$ cat src/rtl/inst_rom_loader_pkg.sv
// Shared definitions for the instruction ROM loader.
//   ADDR_W_DEF : default word-address width (64-word instruction memory)
//   CSUM_W     : running checksum width
//   state_t    : loader FSM encoding
package inst_rom_loader_pkg;

  localparam int ADDR_W_DEF = 6;
  localparam int CSUM_W     = 8;

  typedef enum logic [2:0] {
    S_IDLE,
    S_RECV,
    S_WRITE,
    S_CHECK,
    S_DONE,
    S_ERROR
  } state_t;

endpackage

$ cat src/rtl/inst_rom_loader_byte_packer.sv
// Assembles four streamed bytes into one little-endian 32-bit word.
//   clk, rst   : clock, async active-low reset
//   clr        : restart at byte 0 (new load)
//   push       : a data byte is accepted this cycle
//   byte_in    : the data byte
//   word       : assembled word (first byte lands in [7:0])
//   word_done  : push of the fourth byte of a word (combinational pulse)
module inst_rom_loader_byte_packer (
  input  logic        clk,
  input  logic        rst,
  input  logic        clr,
  input  logic        push,
  input  logic [7:0]  byte_in,
  output logic [31:0] word,
  output logic        word_done
);

  logic [1:0] idx;

  assign word_done = push && (idx == 2'd3);

  // Shifting in from the top leaves byte 0 at [7:0] after four pushes, so
  // the word is complete (and stable) on the edge that accepts byte 3.
  always_ff @(posedge clk or negedge rst) begin
    if (!rst) begin
      idx  <= '0;
      word <= '0;
    end else if (clr) begin
      idx  <= '0;
    end else if (push) begin
      idx  <= idx + 2'd1;
      word <= {byte_in, word[31:8]};
    end
  end

endmodule

$ cat src/rtl/inst_rom_loader.sv
// Streams bytes into instruction memory: four bytes per word, one write
// strobe per word, then a trailing XOR checksum byte validates the load.
//   clk, rst          : clock, async active-low reset
//   start, len        : load request (IDLE only) and word count 0..2^ADDR_W
//   byte_in/valid     : incoming byte stream
//   byte_ready        : loader accepts a byte this cycle
//   we, waddr, wdata  : instruction-memory write port
//   busy              : load in progress (also holds CPU fetch)
//   done, err         : sticky outcome flags, cleared by the next start
module inst_rom_loader
  import inst_rom_loader_pkg::*;
#(
  parameter int ADDR_W = ADDR_W_DEF
) (
  input  logic              clk,
  input  logic              rst,
  input  logic              start,
  input  logic [ADDR_W:0]   len,
  input  logic [7:0]        byte_in,
  input  logic              byte_valid,
  output logic              byte_ready,
  output logic              we,
  output logic [ADDR_W-1:0] waddr,
  output logic [31:0]       wdata,
  output logic              busy,
  output logic              done,
  output logic              err
);

  localparam logic [ADDR_W:0] MAX_LEN = {1'b1, {ADDR_W{1'b0}}};

  state_t            state, state_n;
  logic [ADDR_W:0]   len_q, cnt, cnt_inc;
  logic [CSUM_W-1:0] csum, csum_rx;
  logic              csum_phase;   // all words written; next byte is the checksum
  logic              accept, push, word_done, start_ok;

  assign byte_ready = (state == S_RECV);
  assign accept     = byte_valid && byte_ready;
  assign push       = accept && !csum_phase;
  assign we         = (state == S_WRITE);
  assign busy       = (state == S_RECV) || (state == S_WRITE) || (state == S_CHECK);
  assign cnt_inc    = cnt + 1'b1;
  assign start_ok   = (state == S_IDLE) && start;

  inst_rom_loader_byte_packer u_byte_packer (
    .clk       (clk),
    .rst       (rst),
    .clr       (start_ok),
    .push      (push),
    .byte_in   (byte_in),
    .word      (wdata),
    .word_done (word_done)
  );

  always_ff @(posedge clk or negedge rst) begin
    if (!rst) state <= S_IDLE;
    else      state <= state_n;
  end

  always_comb begin
    state_n = state;
    case (state)
      S_IDLE: begin
        if (start) begin
          if (len == '0)          state_n = S_DONE;
          else if (len > MAX_LEN) state_n = S_ERROR;
          else                    state_n = S_RECV;
        end
      end
      S_RECV: begin
        if (accept) begin
          if (csum_phase)     state_n = S_CHECK;
          else if (word_done) state_n = S_WRITE;
        end
      end
      S_WRITE: state_n = S_RECV;
      S_CHECK: state_n = (csum_rx == csum) ? S_DONE : S_ERROR;
      S_DONE:  state_n = S_IDLE;
      S_ERROR: state_n = S_IDLE;
      default: state_n = S_IDLE;
    endcase
  end

  always_ff @(posedge clk or negedge rst) begin
    if (!rst) begin
      waddr      <= '0;
      cnt        <= '0;
      len_q      <= '0;
      csum       <= '0;
      csum_rx    <= '0;
      csum_phase <= 1'b0;
      done       <= 1'b0;
      err        <= 1'b0;
    end else begin
      case (state)
        S_IDLE: begin
          if (start) begin
            waddr      <= '0;
            cnt        <= '0;
            len_q      <= len;
            csum       <= '0;
            csum_phase <= 1'b0;
            // Zero-length and oversize loads resolve immediately.
            done       <= (len == '0);
            err        <= (len > MAX_LEN);
          end
        end
        S_RECV: begin
          if (accept) begin
            if (csum_phase) csum_rx <= byte_in;
            else            csum    <= csum ^ byte_in;
          end
        end
        S_WRITE: begin
          cnt <= cnt_inc;
          // Hold the address on the final word so a full-size load never
          // wraps back to word 0.
          if (cnt_inc < len_q) waddr      <= waddr + 1'b1;
          else                 csum_phase <= 1'b1;
        end
        S_CHECK: begin
          if (csum_rx == csum) done <= 1'b1;
          else                 err  <= 1'b1;
        end
        default: ;
      endcase
    end
  end

endmodule

$ cat config.mk
export PLATFORM = sky130hd
export DESIGN_NAME = inst_rom_loader
export DESIGN_NICKNAME = d
export VERILOG_FILES = /design/src/rtl/inst_rom_loader_pkg.sv /design/src/rtl/inst_rom_loader_byte_packer.sv /design/src/rtl/inst_rom_loader.sv
export SDC_FILE = /design/constraint.sdc
export NUM_CORES = 1
export LEC_CHECK = 0
export BUFFER_PORTS_ARGS = -buffer_cell sky130_fd_sc_hd__buf_2
export CAP_MARGIN = 20
export CORE_ASPECT_RATIO = 2
export CORE_MARGIN = 10
export CORE_UTILIZATION = 40
export DETAILED_ROUTE_END_ITERATION = 16
export GPL_TIMING_DRIVEN = 0
export HOLD_SLACK_MARGIN = 0.03
export PLACE_DENSITY_LB_ADDON = 0.2
export SLEW_MARGIN = 0
export SYNTH_ARGS = -nofsm -noshare
export SYNTH_HDL_FRONTEND = slang
export SYNTH_SLANG_ARGS = --single-unit
$ cat constraint.sdc
create_clock -name clk -period 3.18 [get_ports clk]
set_input_delay 0.954 -clock clk [delete_from_list [all_inputs] [get_ports clk]]
set_output_delay 0.954 -clock clk [all_outputs]
set_load 0.1 [all_outputs]
; Word-level counts from Yosys, hierarchy flattened
; Index checks and enable logic that the tools add are counted.
[op_classes]
bitwise_logic = 2
magnitude_cmp = 2
n_reduce_logical = 23
eq_ne = 13
n_addsub = 3
n_mux = 28
[op_table]
columns = op, count
row1 = 8-bit two-way mux, 3
row2 = 3-bit two-way mux, 6
row3 = 3-bit AND reduction, 6
row4 = 8-bit one-hot mux with 2 select lines, 1
row5 = 7-bit one-hot mux with 2 select lines, 1
row6 = 6-bit two-way mux, 2
row7 = 3-bit one-hot mux with 4 select lines, 1
row8 = 6-bit one-hot mux with 2 select lines, 1
row9 = 8-bit equality test, 1
row10 = 2-bit inequality test (second input constant), 4
row11 = 2-bit nonzero test, 4
row12 = 8-bit XOR, 1
row13 = 7-bit by 1-bit adder with 7-bit output (second input constant), 1
row14 = 7-bit > comparator (second input constant), 1
row15 = 7-bit logical NOT, 1
row16 = 7-bit < comparator, 1
row17 = 1-bit two-way mux, 7
row18 = 7-bit two-way mux, 1
row19 = 6-bit by 1-bit adder with 6-bit output (second input constant), 1
row20 = 3-bit by 2-bit equality test with 1-bit output (second input constant), 2
row21 = 2-bit by 1-bit inequality test with 1-bit output (second input constant), 3
row22 = 1-bit one-hot mux with 2 select lines, 3
row23 = 2-bit AND reduction, 3
row24 = 1-bit logical AND, 4
row25 = other kinds (10), 12
[word_totals]
register_bits = 76

; Logic depth before layout (Yosys ltp)
; Gate-level depths: netlist of run 1.
[depth]
word_depth = 8
ltp_mapped = 11
depth_no_buf = 10

; Modules after synthesis
; A second synthesis of run 1 with hierarchy kept.
[hier_totals]
hier_cells = 280
hier_area_um2 = 3637.2
[by_module_without_submodules]
columns = mod, n_inst, area_each_um2, cells_each, seq_area_each_um2
row1 = inst_rom_loader, 1, 2182.1, 203, 1051.0
row2 = inst_rom_loader_byte_packer, 1, 1455.1, 77, 850.8

; Least setup slack after synthesis of run 1
; Ideal clock, no wire load.
[synth_timing]
path_type = register to output
startpoint = reg state[0]
endpoint = out we
arrival_ps = 1817
setup_slack_ps = 409
stages_incl_launch_ff = 6
cell_sequence = dfrtp_1 -> buf_6 -> nor2_1 -> nand2_1 -> inv_2 -> clkbuf_1
[synth_between]
elab_chain_len = 1
[synth_rtl]
columns = element, line
row1 = start: declaration, inst_rom_loader.sv:32  ; state_t state, state_n;
row2 = start signal: assignment, inst_rom_loader.sv:58  ; else state <= state_n;
row3 = 3-bit by 2-bit equality test with 1-bit output, inst_rom_loader.sv:41  ; assign we = (state == S_WRITE);
row4 = end: declaration, inst_rom_loader.sv:22  ; output logic we,
; Every way passes these cells.

; Worst setup path in the final report of run 1
[layout_timing]
startpoint = reg state[2]
endpoint = out we
; The elaborated chain is that of the path after synthesis.

==> run_results.csv, run 1 <==
group,metric,value,unit
synthesis,yosys_warnings,0,
synthesis,synthCells,340,
placed_design,io_buffers,61,
synthesis,yosysMostFrequentCell,"nand2_1",
clock_network,cts_setup_buffers,0,
final_layout,fin_nets,441,
sta,hold_viol_final,0,
grt,grt_usage,13.4,%
synthesis,synth_ff_type,"dfrtp_1",
synthesis,async_flop_share,100,%
drt,wl_met1,3.23,mm
drt,wire_per_inst,16.0,um
synthesis,avgSynthCellArea,9.97,sq um
sta,slew_headroom,48.3,%
final_layout,drive_gt1_share,23.3,%
floorplanning,num_rows,47,
drt,viasPerCell,5.03,
placed_design,dp_hpwl,6.24,mm
placed_design,place_congestion,0.749,
drt,vias,2592,
synthesis,yosys-top-cells-area,"dfrtp_1 56%, nand2_1 13%, xor2_1 4.1%",
sta,report.final.slew_viol_count,0,
critical_path,path_max_fanout,10,
synthesis,synth_common_cells,"119 x nand2_1, 76 x dfrtp_1, 16 x xor2_1",
critical_path,arrival,2.11,ns
critical_path,r2r_slack,0.66,ns
sta,fin_tns_setup,0,ns
sta,fin_crit,3.06,ns
drt,postRouteAntennaNets,0,
sta,finalSetupViolCount,0,
synthesis,synth_edf_count,0,
clock_network,numCtsBuffers,9,
sta,min_period_over_period,96.3,%
floorplanning,core-area,0.00829,sq mm
grt,grt_pass1_wl,13.6,mm
grt,grt_pass1_vias,2768,
floorplanning,dieArea,0.0128,sq mm
job,maxCapViolCount,0,
grt,grt.overflow.total,0,
floorplanning,fp.dieW,85.1,um
clock_network,insertion_delay,0.33,ns
sta,fmax,326,MHz
sta,fin_worst_skew,0.00596,ns
drt,drt_wl_total,8.24,mm
sta,tightest_slew,0.773,ns
drt,dr.pass1.iters,4,
drt,top_layer_used,"met4",
synthesis,synth_cell_types,41,
clock_network,clock_path_buffers,2,
worst_hold_path,min_to,"u_byte_packer.word[3]",
drt,detail_route.drc_violations,0,
sta,rsz0062_at_grt,"false",
drt,met2_length,4.52,mm
critical_path,worstSetupPathType,"reg -> out",
final_layout,num_antenna_cells,0,
drt,dr_wl_met3,333,um
synthesis,synthesis.area,0.00339,sq mm
clock_network,path_clk_slew,0.05,ns
critical_path,reg2reg_to,"waddr[5]",
clock_network,cts_tree,"done",
worst_hold_path,hp-start,"u_byte_packer.word[3]",
clock_network,cts-root-buf,"clkbuf_16",
critical_path,cp-end-kind,"primary output",
synthesis,syn-num-nets,368,
floorplanning,io_pins,62,
outcome,status,"finished, final reports clean",
floorplanning,die_h,150,um
clock_network,clock-sinks,76,
clock_network,h-tree-depth,3,
worst_hold_path,hold_path_class,"reg -> reg",
clock_network,holdBufCountCts,0,
critical_path,critPathLaunchType,"flop",
final_layout,syn_to_final_growth,22.0,%
synthesis,synth_top_area_share,56.1,%
worst_hold_path,worstHoldPathCells,2,
drt,drt_iter0_markers,78,
critical_path,rr_worst_depth,11,
synthesis,synth_top_cell_by_area,"dfrtp_1",
synthesis,seq_area_frac_synth,56.1,%
floorplanning,start_util,40.9,%
critical_path,worstPathRequired,2.23,ns
critical_path,regToRegStartpoint,"cnt[0]",
synthesis,ys_ff_latch,76,
grt,grt_max_degree,64,
grt,antenna_found_initial,0,
==> state kept, by name, indices dropped and copies added, names as in the netlist <==
| name | cells |
|---|---|
| waddr | 6 |
| csum_phase | 1 |
| csum_rx | 8 |
| done | 1 |
| u_byte_packer.idx | 2 |
| cnt | 7 |
| u_byte_packer.word | 32 |
| csum | 8 |
| len_q | 7 |
| state | 3 |
| err | 1 |
==> per-stage QoR <==
stage / setup slack, ns / area (sq um) / util (%) / cells / hold slack (ns)
finish: 0.116 / 4130 / 49.9 / 515 / 0.469
global route: 0.00208 / 4130 / 49.9 / 515 / 0.480
CTS: 0.0103 / 4130 / 49.8 / 515 / 0.471
detailed placement: 0.376 / 3850 / 46.4 / 500 / 0.458
global placement: 0.380 / 3820 / 46.0 / 499 / 0.453
floorplan: 0.409 / 3390 / - / 340 / 0.446
==> layout make-up <==
cell class,instances,area [sq um]
multi-input cells,242,1370
repair buffers,62,338
well taps,98,123
plain buffers,14,82.6
clock buffers,13,250
fillers,815,4160
clock inverters,2,35.0
flip-flops and latches,76,1900
inverters,8,30.0
==> metal layers <==
layer / track usage (%) / up-vias
li1: - / 1271
met1: 13.5 / 1264
met2: 24.6 / 45
met3: 3.68 / 12
met4: 5.88 / 0
met5: 0 / -
==> worst max-delay path, cell delays in order (launching register included) <==
cell and delay (ns):
dfrtp_1 0.36, buf_4 0.16, nor2_1 0.14, nand2_1 0.15, inv_2 0.13, clkbuf_1 0.39
clkbuf_4 0.44
==> what timing repair did <==
action / in CTS / in global routing
endpoints found under the hold margin: 0 / 0
endpoints found under the setup margin: 0 / 1
gates resized for setup: 0 / 1
==> layout by cell type (no fill, tap or decap), types with 2 or more instances in the layout <==
cell type,n
dfrtp_1,76
clkbuf_8,2
nor2_1,15
nand2_1,119
clkbuf_1,9
buf_4,3
o21ai_0,12
nor4_1,2
clkbuf_16,9
or4_4,2
o31ai_1,3
nand3_1,14
buf_2,63
a21oi_1,4
inv_1,7
nand3b_1,2
a21o_1,4
ha_1,9
and3_1,3
xor2_1,16
a22o_1,7
mux2_2,8
xnor2_1,5
==> worst max-delay path by stage <==
stage                        start  depth (start not counted)  endpoint  slack (ns)
final                     state[2]                          6        we        0.12
after global routing      state[2]                          6        we       0.002
after global placement    state[2]                          6        we        0.38
after CTS                 state[2]                          6        we        0.01
after floorplan           state[0]                          5        we        0.41
after detailed placement  state[2]                          6        we        0.38
==> logic make-up (layout without fill, tap and decap cells) <==
family | count (synthesis) | after routing | share of synthesized area (%)
AOI/OAI and AO/OA | 39 | 39 | 8.01
xor gates and xnor gates | 21 | 21 | 5.43
adders and majority gates | 9 | 9 | 3.32
buffers and inverters | 22 | 99 | 3.32
DFF | 76 | 76 | 56.1
muxes | 8 | 8 | 2.66
and+or+nand+nor | 165 | 165 | 21.1
Power of run 1 is left out: the tool's default activity adds up to more than one toggle a clock period on the data nets, which glitch-free logic cannot reach.
==> inputs of run 2 (changes only) <==
--- a/config.mk
+++ b/config.mk
@@ -5,7 +5,7 @@
 export SDC_FILE = /design/constraint.sdc
 export NUM_CORES = 1
 export LEC_CHECK = 0
-export BUFFER_PORTS_ARGS = -buffer_cell sky130_fd_sc_hd__buf_2
+export BUFFER_PORTS_ARGS = -buffer_cell sky130_fd_sc_hd__buf_4
 export CAP_MARGIN = 20
 export CORE_ASPECT_RATIO = 2
 export CORE_MARGIN = 10
==> run 2 against run 1 <==
Net effect: clock-buffer cell count unchanged; first-iteration DRC count up 65%; non-clock buffer count fell by 1; core utilization is 1.9 points higher; maximum frequency rose by 1.5%; via count up 0.31%; global-route usage is 0.26 points higher; critical path type unchanged; largest cell class unchanged.
==> run_results.csv, run 2 (same netlist as run 1, synthesis figures left out) <==
group,metric,value,unit
outcome,status,"finished, final reports clean",
drt,wire_per_inst,16.2,um
drt,vias,2600,
critical_path,r2r_slack,0.63,ns
drt,drt_iter0_markers,129,
sta,finalSetupViolCount,0,
critical_path,cpPeakStageDelay,0.41,ns
critical_path,arrival,2.06,ns
clock_network,cts_tree,"done",
floorplanning,io_pins,62,
clock_network,clock_path_buffers,2,
final_layout,fin_nets,440,
clock_network,holdBufCountCts,0,
sta,tightest_slew,0.989,ns
final_layout,num_antenna_cells,0,
grt,grt_pass1_wl,13.8,mm
placed_design,place_congestion,0.749,
critical_path,crit_slowest_cell,"clkbuf_1",
final_layout,largestRegisters,"u_byte_packer.word x32, csum x8, csum_rx x8",
final_layout,mostFrequentLayoutCells,"119 x nand2_1, 76 x dfrtp_1, 63 x buf_4",
sta,hold_viol_final,0,
worst_hold_path,hp-start,"u_byte_packer.word[6]",
worst_hold_path,hold_path_class,"reg -> reg",
drt,postRouteAntennaNets,0,
final_layout,largest_reg_flops,32,
critical_path,worstPathRequired,2.23,ns
clock_network,h-tree-depth,3,
critical_path,rr_worst_depth,11,
sta,fin_worst_skew,0.00372,ns
floorplanning,die_h,150,um
critical_path,path_max_fanout,10,
critical_path,path_buf_inv,4,
floorplanning,start_util,40.9,%
final_layout,drive_gt1_share,24.0,%
grt,grt_usage,13.6,%
critical_path,regToRegStartpoint,"cnt[0]",
clock_network,clock-sinks,76,
critical_path,path_delay_family,"buffers and inverters",
critical_path,endpoint,"we",
critical_path,worstSetupPathType,"reg -> out",
clock_network,cts_setup_buffers,0,
drt,dr.pass1.iters,4,
sta,report.final.slew_viol_count,0,
critical_path,cp-startpoint,"state[0]",
critical_path,cp.depth,6,
sta,fin_crit,3.02,ns
final_layout,regMostFlops,"u_byte_packer.word",
clock_network,cts-root-buf,"clkbuf_16",
drt,detail_route.drc_violations,0,
critical_path,cp-end-kind,"primary output",
clock_network,insertion_delay,0.33,ns
sta,slew_headroom,34.1,%
placed_design,io_buffers,61,
sta,fmax,331,MHz
final_layout,mostFrequentLayoutCell,"nand2_1",
sta,min_period_over_period,94.9,%
grt,grt.overflow.total,0,
job,maxCapViolCount,0,
grt,antenna_found_initial,0,
floorplanning,dieArea,0.0128,sq mm
clock_network,numCtsBuffers,9,
placed_design,dp_hpwl,6.19,mm
final_layout,syn_to_final_growth,26.7,%
critical_path,path_cells,"buf_6, nor2_1, nand2_1, inv_2, clkbuf_1, buf_4",
floorplanning,fp.dieW,85.1,um
floorplanning,num_rows,47,
sta,fin_tns_setup,0,ns
drt,viasPerCell,5.05,
grt,grt_max_degree,77,
floorplanning,core-area,0.00829,sq mm
clock_network,ctsResizeCount,0,
critical_path,reg2reg_to,"waddr[5]",
critical_path,critPathLaunchType,"flop",
clock_network,path_clk_slew,0.06,ns
grt,grt_pass1_vias,2755,
sta,rsz0062_at_grt,"false",
drt,drt_wl_total,8.34,mm
==> run 2: cell types whose count changed in the layout (fill, tap and decap cells not counted) <==
| cell | delta |
|---|---|
| buf_2 | -59 |
| buf_16 | -1 |
| buf_4 | +60 |
| clkbuf_4 | -1 |
| clkinvlp_4 | +1 |
| clkbuf_8 | +3 |
| clkbuf_1 | -3 |
==> run 2: metal layers <==
| metal | vias to the layer above | track usage, % | share of wire [%] |
|---|---|---|---|
| met4 | 0 | 5.55 | 1.7 |
| met1 | 1270 | 14.0 | 39 |
| met3 | 10 | 4.33 | 4.1 |
| met5 | - | 0 | 0 |
| met2 | 44 | 24.6 | 55 |
| li1 | 1276 | - | - |
==> run 2: area by class of cell <==
class,count,area [sq um]
clock buffers,13,280
inverters,8,30.0
flip-flops and latches,76,1900
repair buffers,61,458
clock inverters,3,42.5
well taps,98,123
plain buffers,14,82.6
fillers,747,4000
multi-input cells,242,1370
==> run 2: how the worst min path moves through the flow <==
stage | slack [ns] | to | depth (start not counted)
final | 0.47 | u_byte_packer.word[6] | 2
after CTS | 0.48 | u_byte_packer.word[6] | 2
after floorplan | 0.45 | len_q[0] | 2
after detailed placement | 0.46 | u_byte_packer.word[5] | 2
after global placement | 0.46 | u_byte_packer.word[7] | 2
after global routing | 0.49 | u_byte_packer.word[6] | 2
==> run 2: worst min-delay path: stages (launching register included) <==
cell,delay (ns)
dfrtp_1,0.34
nand2_1,0.05
nand2_1,0.06
==> run 2: per-stage QoR <==
| step | instance area (sq um) | utilization, % | hold slack (ns) | instances | setup WS, ns |
|---|---|---|---|---|---|
| 6_report | 4290 | 51.8 | 0.474 | 515 | 0.162 |
| 3_3_place_gp | 3970 | 47.9 | 0.461 | 499 | 0.519 |
| 5_1_grt | 4290 | 51.8 | 0.490 | 515 | 0.0441 |
| 4_1_cts | 4290 | 51.8 | 0.478 | 515 | 0.125 |
| 2_1_floorplan | 3390 | - | 0.446 | 340 | 0.409 |
| 3_5_place_dp | 3970 | 47.9 | 0.464 | 499 | 0.495 |
Power of run 2 is left out for the same reason.
==> inputs of run 3 (changes only) <==
--- a/config.mk
+++ b/config.mk
@@ -13,7 +13,7 @@
 export DETAILED_ROUTE_END_ITERATION = 16
 export GPL_TIMING_DRIVEN = 0
 export HOLD_SLACK_MARGIN = 0.03
-export PLACE_DENSITY_LB_ADDON = 0.2
+export PLACE_DENSITY = 0.61
 export SLEW_MARGIN = 0
 export SYNTH_ARGS = -nofsm -noshare
 export SYNTH_HDL_FRONTEND = slang
==> run 3 against run 2 <==
Net effect: clock skew grew 0.0023 ns; global-route usage shrank 0.40 points; sequential share of layout area up 0.55 points; non-clock buffer count did not move; maximum frequency up 0.53%; critical path depth did not move; via count fell by 0.77%; critical path type unchanged.
==> run_results.csv, run 3 (same netlist as run 1, synthesis figures left out) <==
group,metric,value,unit
outcome,status,"finished, final reports clean",
drt,viasPerCell,5.02,
job,maxCapViolCount,0,
grt,antenna_found_initial,0,
floorplanning,num_rows,47,
critical_path,path_buf_inv,4,
sta,rsz0062_at_grt,"false",
placed_design,dp_hpwl,6.13,mm
critical_path,cp-end-kind,"primary output",
critical_path,rr_worst_depth,11,
critical_path,reg2reg_to,"waddr[5]",
final_layout,fin_util,51.1,%
grt,grt_pass1_vias,2644,
floorplanning,dieArea,0.0128,sq mm
clock_network,numCtsBuffers,9,
final_layout,num_antenna_cells,0,
critical_path,arrival,2.05,ns
sta,tightest_slew,0.965,ns
floorplanning,io_pins,62,
final_layout,largestRegisters,"u_byte_packer.word x32, csum x8, csum_rx x8",
final_layout,drive_gt1_share,23.3,%
clock_network,cts_tree,"done",
final_layout,syn_to_final_growth,25.1,%
clock_network,clock_path_buffers,2,
clock_network,path_clk_slew,0.05,ns
critical_path,cpPeakStageDelay,0.39,ns
critical_path,r2r_slack,0.58,ns
worst_hold_path,hp-start,"u_byte_packer.word[2]",
clock_network,holdBufCountCts,0,
sta,report.final.slew_viol_count,0,
critical_path,worstSetupPathType,"reg -> out",
clock_network,cts-root-buf,"clkbuf_16",
sta,hold_viol_final,0,
critical_path,critPathLaunchType,"flop",
grt,grt_pass1_wl,13.3,mm
clock_network,insertion_delay,0.34,ns
floorplanning,die_h,150,um
placed_design,place_congestion,0.772,
drt,drt_wl_total,8.29,mm
placed_design,post_dp_cell_area,0.00397,sq mm
final_layout,mostFrequentLayoutCells,"119 x nand2_1, 76 x dfrtp_1, 63 x buf_4",
final_layout,fin_nets,440,
drt,wire_per_inst,16.1,um
critical_path,crit_slowest_cell,"clkbuf_1",
final_layout,regMostFlops,"u_byte_packer.word",
critical_path,regToRegStartpoint,"cnt[0]",
sta,fmax,333,MHz
clock_network,h-tree-depth,3,
worst_hold_path,worstHoldPathCells,2,
final_layout,largest_reg_flops,32,
worst_hold_path,hold_path_class,"reg -> reg",
sta,slew_headroom,35.6,%
sta,fin_crit,3.00,ns
worst_hold_path,min_to,"u_byte_packer.word[2]",
drt,postRouteAntennaNets,0,
sta,fin_tns_setup,0,ns
grt,grt.overflow.total,0,
critical_path,path_delay_family,"buffers and inverters",
final_layout,mostFrequentLayoutCell,"nand2_1",
drt,vias,2580,
drt,dr.pass1.iters,4,
grt,grt_max_degree,77,
sta,fin_worst_skew,0.00598,ns
clock_network,cts_setup_buffers,0,
critical_path,path_max_fanout,10,
final_layout,fillers,766,
critical_path,path_cells,"buf_6, nor2_1, nand2_1, inv_2, clkbuf_1, buf_4",
sta,finalSetupViolCount,0,
final_layout,design_area,0.00424,sq mm
sta,whs,0.475,ns
drt,detail_route.drc_violations,0,
drt,drt_iter0_markers,114,
floorplanning,start_util,40.9,%
grt,grt_usage,13.2,%
sta,min_period_over_period,94.4,%
floorplanning,core-area,0.00829,sq mm
placed_design,io_buffers,61,
clock_network,ctsResizeCount,0,
critical_path,worstPathRequired,2.23,ns
clock_network,clock-sinks,76,
floorplanning,fp.dieW,85.1,um
==> run 3: changes by cell type in the layout (fill, tap and decap cells not counted) <==
cell        previous run  this run
bufinv_16              1         0
clkbuf_1               6         8
clkbuf_8               5         3
clkinv_2               1         2
clkinvlp_4             1         0
==> run 3: worst max-delay path by stage <==
| stage | startpoint | to | slack, ns | cells past startpoint |
|---|---|---|---|---|
| floorplan | state[0] | we | 0.41 | 5 |
| global placement | state[2] | we | 0.52 | 6 |
| detailed placement | state[2] | we | 0.52 | 6 |
| CTS | state[0] | we | 0.14 | 6 |
| global route | state[0] | we | 0.02 | 6 |
| finish | state[0] | we | 0.18 | 6 |
==> run 3: worst register-to-register path, stage by stage (launching register included) <==
cell and delay (ns):
dfrtp_1 0.44, ha_1 0.22, nand3_1 0.14, nor2_1 0.17, xor2_1 0.24, ha_1 0.31, a21oi_1 0.17, o211a_1 0.16
o21ai_1 0.11, buf_2 0.20, nor4_1 0.26, a211o_1 0.14
==> run 3: cell type report <==
type                            count  area (sq um)  area share (%)
Buffer                             14          82.6            1.95
Clock buffer                       13           260            6.14
Clock inverter                      2          10.0           0.236
Inverter                            8          30.0           0.708
Multi-Input combinational cell    242          1370            32.4
Sequential cell                    76          1900            44.9
Tap cell                           98           123            2.89
Timing Repair Buffer               61           458            10.8
==> run 3: metal layers <==
metal | vias to the layer above | part of all wire, % | global-route usage (%)
met3 | 13 | 4.0 | 3.79
met5 | - | 0 | 0
met4 | 0 | 2.4 | 6.54
li1 | 1271 | - | -
met2 | 47 | 54 | 23.4
met1 | 1249 | 39 | 13.7
==> run 3: per-stage QoR <==
| step | setup WS [ns] | instances |
|---|---|---|
| after floorplan | 0.409 | 340 |
| after global routing | 0.0238 | 514 |
| final | 0.178 | 514 |
| after detailed placement | 0.518 | 499 |
| after CTS | 0.142 | 514 |
| after global placement | 0.521 | 499 |
Power of run 3 is left out for the same reason.
